--- src/rtl/array_scan_reader.sv ---
`default_nettype none
// ============================================================================
// Module   : array_scan_reader
// Purpose  : Walks a contiguous, wrapping index range of a synchronous-read
//            register array. Each word goes out on a valid/ready stream,
//            tagged with its index and a last flag.
// Ports    : clk, reset          - clock, synchronous active-high reset
//            start, start_index,
//            count              - scan command (accepted only when idle)
//            busy, done         - scan status (done is a one-cycle pulse)
//            rd_en, rd_addr,
//            rd_data            - array read port (1-cycle read latency)
//            out_valid, out_ready,
//            out_data, out_index,
//            out_last           - output word stream
// Options  : define ARRAY_SCAN_READER_TRACE_EN to print every output
//            handshake in simulation as "ReadVal[<index>] = <data hex>".
// Revision : 1.0 - initial release
// ============================================================================
module array_scan_reader #(
  parameter int DATA_W = 32,
  parameter int ADDR_W = 2,
  parameter int DEPTH  = 4
) (
  input  logic              clk,
  input  logic              reset,
  input  logic              start,
  input  logic [ADDR_W-1:0] start_index,
  input  logic [ADDR_W:0]   count,
  output logic              busy,
  output logic              done,
  output logic              rd_en,
  output logic [ADDR_W-1:0] rd_addr,
  input  logic [DATA_W-1:0] rd_data,
  output logic              out_valid,
  input  logic              out_ready,
  output logic [DATA_W-1:0] out_data,
  output logic [ADDR_W-1:0] out_index,
  output logic              out_last
);

  typedef enum logic [1:0] {
    S_IDLE  = 2'd0,
    S_RUN   = 2'd1,
    S_FLUSH = 2'd2,
    S_DONE  = 2'd3
  } state_t;

  state_t              r_state;
  logic [ADDR_W-1:0]   r_cur_idx;
  logic [ADDR_W:0]     r_remaining;

  // Read issued last cycle; its data is on rd_data this cycle.
  logic                r_pend;
  logic [ADDR_W-1:0]   r_pend_idx;
  logic                r_pend_last;

  // Two-entry output FIFO.
  logic [DATA_W-1:0]   r_fifo_data [2];
  logic [ADDR_W-1:0]   r_fifo_idx  [2];
  logic                r_fifo_last [2];
  logic                r_wr_ptr;
  logic                r_rd_ptr;
  logic [1:0]          r_occ;

  logic [1:0]          w_avail;
  logic                w_fifo_nonempty;
  logic                w_pop;
  logic                w_pop_fifo;
  logic                w_store;
  logic [1:0]          w_occ_nxt;
  logic [ADDR_W-1:0]   w_idx_inc;
  logic                w_last_issue;

  // The landing read word counts as part of the FIFO. When the stored
  // part is empty it is presented straight from rd_data, so the first word
  // shows up in the capture cycle. If nobody takes it, it is stored and
  // re-presented from the FIFO with identical fields.
  assign w_avail         = r_occ + {1'b0, r_pend};
  assign w_fifo_nonempty = (r_occ != 2'd0);
  assign out_valid       = (w_avail != 2'd0);
  assign w_pop           = out_valid && out_ready;
  assign w_pop_fifo      = w_pop && w_fifo_nonempty;
  assign w_store         = r_pend && !(w_pop && !w_fifo_nonempty);
  assign w_occ_nxt       = w_avail - {1'b0, w_pop};

  always_comb begin
    out_data  = r_fifo_data[r_rd_ptr];
    out_index = r_fifo_idx[r_rd_ptr];
    out_last  = r_fifo_last[r_rd_ptr];
    if (!w_fifo_nonempty && r_pend) begin
      out_data  = rd_data;
      out_index = r_pend_idx;
      out_last  = r_pend_last;
    end
  end

  // One credit is reserved for the read in flight, so whatever lands next
  // cycle always has a slot even if out_ready stays low.
  assign rd_en        = (r_state == S_RUN) && (r_remaining != '0) && (w_avail < 2'd2);
  assign rd_addr      = r_cur_idx;
  assign w_last_issue = (r_remaining == {{ADDR_W{1'b0}}, 1'b1});

  // Explicit wrap so DEPTH need not be a power of two.
  assign w_idx_inc = (r_cur_idx == ADDR_W'(DEPTH - 1)) ? '0 : r_cur_idx + 1'b1;

  assign busy = (r_state == S_RUN) || (r_state == S_FLUSH);
  assign done = (r_state == S_DONE);

  always_ff @(posedge clk) begin
    if (reset) begin
      r_state     <= S_IDLE;
      r_cur_idx   <= '0;
      r_remaining <= '0;
      r_pend      <= 1'b0;
      r_pend_idx  <= '0;
      r_pend_last <= 1'b0;
      r_wr_ptr    <= 1'b0;
      r_rd_ptr    <= 1'b0;
      r_occ       <= 2'd0;
      for (int i = 0; i < 2; i++) begin
        r_fifo_data[i] <= '0;
        r_fifo_idx[i]  <= '0;
        r_fifo_last[i] <= 1'b0;
      end
    end else begin
      if (w_store) begin
        r_fifo_data[r_wr_ptr] <= rd_data;
        r_fifo_idx[r_wr_ptr]  <= r_pend_idx;
        r_fifo_last[r_wr_ptr] <= r_pend_last;
        r_wr_ptr              <= ~r_wr_ptr;
      end
      if (w_pop_fifo) begin
        r_rd_ptr <= ~r_rd_ptr;
      end
      r_occ  <= w_occ_nxt;
      r_pend <= rd_en;

      if (rd_en) begin
        r_pend_idx  <= r_cur_idx;
        r_pend_last <= w_last_issue;
        r_cur_idx   <= w_idx_inc;
        r_remaining <= r_remaining - 1'b1;
      end

      case (r_state)
        S_IDLE: begin
          if (start) begin
            r_cur_idx   <= start_index;
            r_remaining <= count;
            r_state     <= (count != '0) ? S_RUN : S_DONE;
          end
        end
        S_RUN: begin
          if (rd_en && w_last_issue) begin
            r_state <= S_FLUSH;
          end
        end
        S_FLUSH: begin
          // No reads are issued here, so an empty next occupancy means the
          // last word has been handed off.
          if (w_occ_nxt == 2'd0) begin
            r_state <= S_DONE;
          end
        end
        S_DONE: begin
          r_state <= S_IDLE;
        end
        default: begin
          r_state <= S_IDLE;
        end
      endcase
    end
  end

`ifdef ARRAY_SCAN_READER_TRACE_EN
  always_ff @(posedge clk) begin
    if (!reset && w_pop) begin
      $display("ReadVal[%0d] = %h", out_index, out_data);
    end
  end
`endif

endmodule
`default_nettype wire

--- config.mk ---
export PLATFORM = sky130hd
export DESIGN_NAME = array_scan_reader
export DESIGN_NICKNAME = d
export VERILOG_FILES = /design/src/rtl/array_scan_reader.sv
export SDC_FILE = /design/constraint.sdc
export NUM_CORES = 1
export LEC_CHECK = 0
export BUFFER_PORTS_ARGS = -buffer_cell sky130_fd_sc_hd__buf_2
export CAP_MARGIN = 40
export CELL_PAD_IN_SITES_DETAIL_PLACEMENT = 1
export CELL_PAD_IN_SITES_GLOBAL_PLACEMENT = 1
export CORE_MARGIN = 2
export CORE_UTILIZATION = 44
export DETAILED_ROUTE_END_ITERATION = 8
export PLACE_DENSITY = 0.89
export SYNTH_ARGS = -nofsm -noshare
export SYNTH_HDL_FRONTEND = slang
export SYNTH_SLANG_ARGS = --single-unit
--- constraint.sdc ---
create_clock -name clk -period 3.58 [get_ports clk]
set_input_delay 0.179 -clock clk [delete_from_list [all_inputs] [get_ports clk]]
set_output_delay 0.179 -clock clk [all_outputs]
set_load 0.05 [all_outputs]
### Yosys cells after proc, flatten, opt, wreduce, memory -nomap -nowiden

Memory sizes are Yosys's and may differ from the RTL's. A register that Yosys moved wholly into a read port is not among the register bits.
Index checks and enable logic that the tools add are counted.
Widths: inputs -> output; s select.

* add/subtract/negate cells: 4
* magnitude comparators: 1
* eq/ne operators: 8
* mux-type cells: 35
* bitwise logic cells: 2
* reductions and logical operators: 21

Operators by type and width (count)
* $mux 32: 2
* $reduce_or 32->1: 1
* $mux 2: 10
* $mux 1: 19
* $mux 3: 3
* $logic_and 1x1->1: 8
* $pmux 2 s4: 1
* $eq 2x2->1 const B: 3
* $reduce_bool 3->1: 2
* $logic_not 2->1: 2
* $ne 2x1->1 const B: 2
* $reduce_bool 2->1: 2
* $eq 3x1->1 const B: 1
* $reduce_and 3->1: 1
* $sub 3x1->3 const B: 1
* $add 2x1->2: 1
* $add 2x1->2 const B: 1
* $eq 2x1->1 const B: 1
* $logic_not 1->1: 2
* $lt 2x2->1 const B: 1
* $ne 2x2->1 const B: 1
* $not 1->1: 2
* $reduce_or 2->1: 1
* $sub 2x1->2: 1
* other kinds (2): 2

* register bits: 15
* bits in writable memories: 70
* bits of input ports: 41
* output and inout port bits: 41
* word-level logic and storage cells: 83
* memories kept: 3

Memories
* r_fifo_data: depth 2, bits a word 32, rd ports 1, clocked after memory_dff 1, write ports 2, line 59 `logic [DATA_W-1:0] r_fifo_data [2];`
* r_fifo_idx: depth 2, bits a word 2, rd ports 1, clocked after memory_dff 1, write ports 2, line 60 `logic [ADDR_W-1:0] r_fifo_idx [2];`
* r_fifo_last: depth 2, bits a word 1, rd ports 1, clocked after memory_dff 1, write ports 2, line 61 `logic r_fifo_last [2];`

### Logic depth before layout (Yosys ltp)

* depth in word-level cells: 11
* gate-level depth with buffers: 9
* depth with buffers taken out: 9

### Worst setup path after synthesis

Ideal clock, no wire load.

* path type: register to register
* from: register r_occ[0]
* to: memory r_fifo_data[0][0] (enable)
* data arrival time: 2.643 ns
* setup slack: 0.502 ns
* cell stages (with the launch flop): 5
* buffers on the path: 0
* cell sequence: dfxtp_1 ha_1 nor2_1 o41ai_4 o21bai_1

RTL lines
* from (decl): line 64 `logic [1:0] r_occ;`
* from (signal assigned): line 136 `r_occ <= w_occ_nxt;`
* to (decl): line 59

### Worst setup path in the final report

* from: register r_occ[0]
* to: output port rd_en

* cells in the longest elaborated chain, start to end: 3

RTL lines
* $add 2x1->2: line 79 `assign w_avail = r_occ + {1'b0, r_pend};`
* $lt 2x2->1: line 100 `assign rd_en = (r_state == S_RUN) && (r_remaining != '0) && (w_avail < 2'd2);`
* $logic_and 1x1->1: line 100
* to (decl): line 32 `output logic rd_en,`

No other way between the ends.

==> results.py <==
metrics = {
    "cells_and_area": {
        "design_area_um2": 5010,
        "stdcell_count": 576,
        "final-seq-area_um2": 2420,
        "area.growth.synth_to_final_pct": 18.7,
        "fin_nets": 494,
        "fill_cells": 1014,
        "drive_gt1_share_pct": 25.5,
        "multiInputGateArea_um2": 1720,
        "antenna_cells": 0,
    },
    "setup_path": {
        "r2r_slack_ns": 1.07,
        "crit_family": "simple AND/OR/NAND/NOR gates",
        "startpoint_type": "flop",
        "rr_worst_depth": 9,
        "cp-end-kind": "output port",
        "slowest_delay_ns": 0.76,
        "r2r-start": "r_occ[0]",
        "slowest_stage": "nor3b_2",
        "timing.rr.end": "r_state[0]",
        "startpoint": "r_occ[0]",
        "crit_buf_inv": 1,
        "path_depth": 4,
        "worstPathArrival_ns": 2.45,
        "critPathKind": "flop to output port",
        "critPathMaxFanout": 11,
        "worstSetupEndpoint": "rd_en",
        "path_cells": "ha_1 > xor2_2 > nor3b_2 > buf_2",
        "crit_required_ns": 3.40,
    },
    "route": {
        "final_antenna_net_count": 0,
        "wl_met1_um": 4030,
        "highest_layer": "met4",
        "wl_per_cell_um": 17.3,
        "viasPerCell": 5.12,
        "finalWirelength_um": 9960,
        "drt_iter0_markers": 65,
        "drt-pass1-iter-count": 4,
        "num_vias": 2951,
        "drcViolationCount": 0,
        "met2_length_um": 5330,
        "met3WireLength_um": 463,
    },
    "cts": {
        "htree_levels": 3,
        "ctsHoldBuffers": 0,
        "clk_pin_slew_worst_paths_ns": 0.08,
        "cts_resized": 0,
        "clock_path_buffers": 2,
        "clock-root-buffer": "clkbuf_8",
        "cts.sinks": 86,
        "clock_latency_ns": 0.36,
        "cts_tree": "done",
        "cts_buffers": 9,
        "postCtsSetupRepairBufs": 0,
    },
    "sta": {
        "tns_ns": 0,
        "drv_slew": 0,
        "rsz0062_at_grt": "false",
        "clock_skew_ns": 0.0134,
        "timing.fmax_mhz": 380,
        "hold_viol_final": 0,
        "worstMarginPinSlew_ns": 0.894,
        "fin_crit_sh_pct": 73.4,
        "worst_slew_margin_rel_pct": 40.1,
        "setup_viol": 0,
        "finalCriticalPeriod_ns": 2.63,
    },
    "floorplan": {
        "fp.coreArea_um2": 9280,
        "fp.dieH_um": 102,
        "start_util_pct": 45.5,
        "io_pins": 82,
        "die-area_um2": 10400,
        "rows": 35,
        "dieWidth_um": 102,
    },
    "synth": {
        "avgSynthCellArea_um2": 11.7,
        "postSynthCellCount": 362,
        "synthArstFlopShare_pct": 0,
        "syn-cell-area_um2": 4230,
        "seq_area_frac_synth_pct": 57.3,
        "ys.flop_type": "edfxtp_1",
        "ys_seq_elements": 86,
        "yosysWarningCount": 0,
        "synth_cell_types": 37,
        "synth_edf_count": 70,
        "syn-num-nets": 414,
    },
    "power": {
        "vdd_drop_max_mv": 0.402,
        "p_per_area_nw_per_um2": 698,
        "p_leak_uw": 0.00195,
    },
    "run": {
        "max-cap-violations": 0,
    },
    "placed_design": {
        "gp_congestion": 0.730,
        "dpl_cell_area_um2": 4830,
        "numPortBuffers": 81,
        "dp.cells": 560,
        "dp_hpwl_um": 7060,
    },
    "grt": {
        "grt_pass1_wl_um": 15400,
        "gr-total-overflow": 0,
        "grt_use_total_pct": 19.8,
        "grt_max_degree": 39,
        "grt_pass1_vias": 3107,
        "antenna_found_initial": 0,
    },
    "hold_path": {
        "hold_start": "start_index[1]",
        "hold_class": "primary input to flop",
    },
    "run_status": {
        "status": "finished clean",
    },
}
-- sequential cells by signal, indices dropped and copies added, names as in the netlist, named ones only --
signal and count:
r_fifo_data 64, r_occ 2, rd_addr 2, r_fifo_idx 4, r_fifo_last 2, r_remaining 3, r_pend 1, r_rd_ptr 1
r_wr_ptr 1, r_pend_last 1, r_state 2, r_pend_idx 2
-- worst min-delay path, cell delays in order --
cell	delay [ns]
buf_2	0.09
nor2_1	0.09
a211oi_1	0.06
-- synth_stat cells, types with 4 or more instances --
cell type  instances  share of area [%]
clkbuf_1          11               0.98
nand2_1           38                3.4
nor2_1            14                1.2
ha_1              11                3.3
edfxtp_1          70                 50
and2_1            71                 11
buf_2              7               0.83
mux2i_1           41                9.7
dfxtp_1           16                7.6
o21ai_0           37                4.4
inv_1              9               0.80
nand2b_1           4               0.59
-- where the power goes --
group / switching [µW] / internal, µW
clock network: 336 / 320
logic: 1100 / 433
registers: 96.8 / 1210
total: 1530 / 1970
-- worst min-delay path by stage --
stage          slack [ns]            endpoint  cells after the start
3_3_place_gp         0.47          rd_addr[1]                      3
2_1_floorplan        0.36      r_remaining[0]                      2
3_5_place_dp         0.49          rd_addr[1]                      3
5_1_grt              0.11  r_fifo_data[0][17]                      2
6_report             0.11          rd_addr[1]                      3
4_1_cts              0.11          rd_addr[1]                      3
-- routing by layer --
metal,track usage [%],vias to the layer above
li1,-,1425
met1,21.9,1444
met3,5.81,10
met2,36.4,72
met4,6.15,0
met5,0,-
-- cell usage in the layout (no fill, tap or decap), types with 3 or more instances in the layout --
cell      synthesis  final
and2_1           71     71
nand2_1          38     38
buf_2             7     81
a211oi_1          3      3
o21ai_0          37     37
nor2_1           14     14
inv_1             9      9
clkbuf_8          0      9
mux2i_1          41     41
edfxtp_1         70     70
nand2b_1          4      4
clkinv_2          0      3
dfxtp_1          16     15
ha_1             11     11
buf_4             0      5
xnor2_1           3      3
-- per-stage QoR --
stage | worst slack [ns] | utilization [%] | power (µW) | hold WS, ns
after detailed placement | 1.11 | 52.0 | 2870 | 0.485
final | 0.951 | 54.0 | 3500 | 0.115
after floorplan | 0.502 | - | 2490 | 0.362
after CTS | 0.926 | 54.0 | 3540 | 0.106
after global routing | 0.751 | 54.0 | 3680 | 0.115
after global placement | 1.28 | 51.5 | 2790 | 0.472
-- kinds of logic after synthesis --
group / share of synthesized area, %
flip-flops: 57.3
AND/OR/NAND/NOR: 17.5
buffers and inverters: 2.96
AO/OA/AOI/OAI: 7.64
XOR/XNOR: 1.21
multiplexers: 10.1
adder cells (fa/ha/maj): 3.26
-- area by class of cell --
class	count	area share, %
clock inverter	5	1.05
tap	129	3.22
multi-input combinational	247	34.3
sequential	86	48.3
inverter	9	0.674
timing repair buffer	89	9.83
clock buffer	11	2.62
Note: power is estimated with default switching activity, not from simulation.
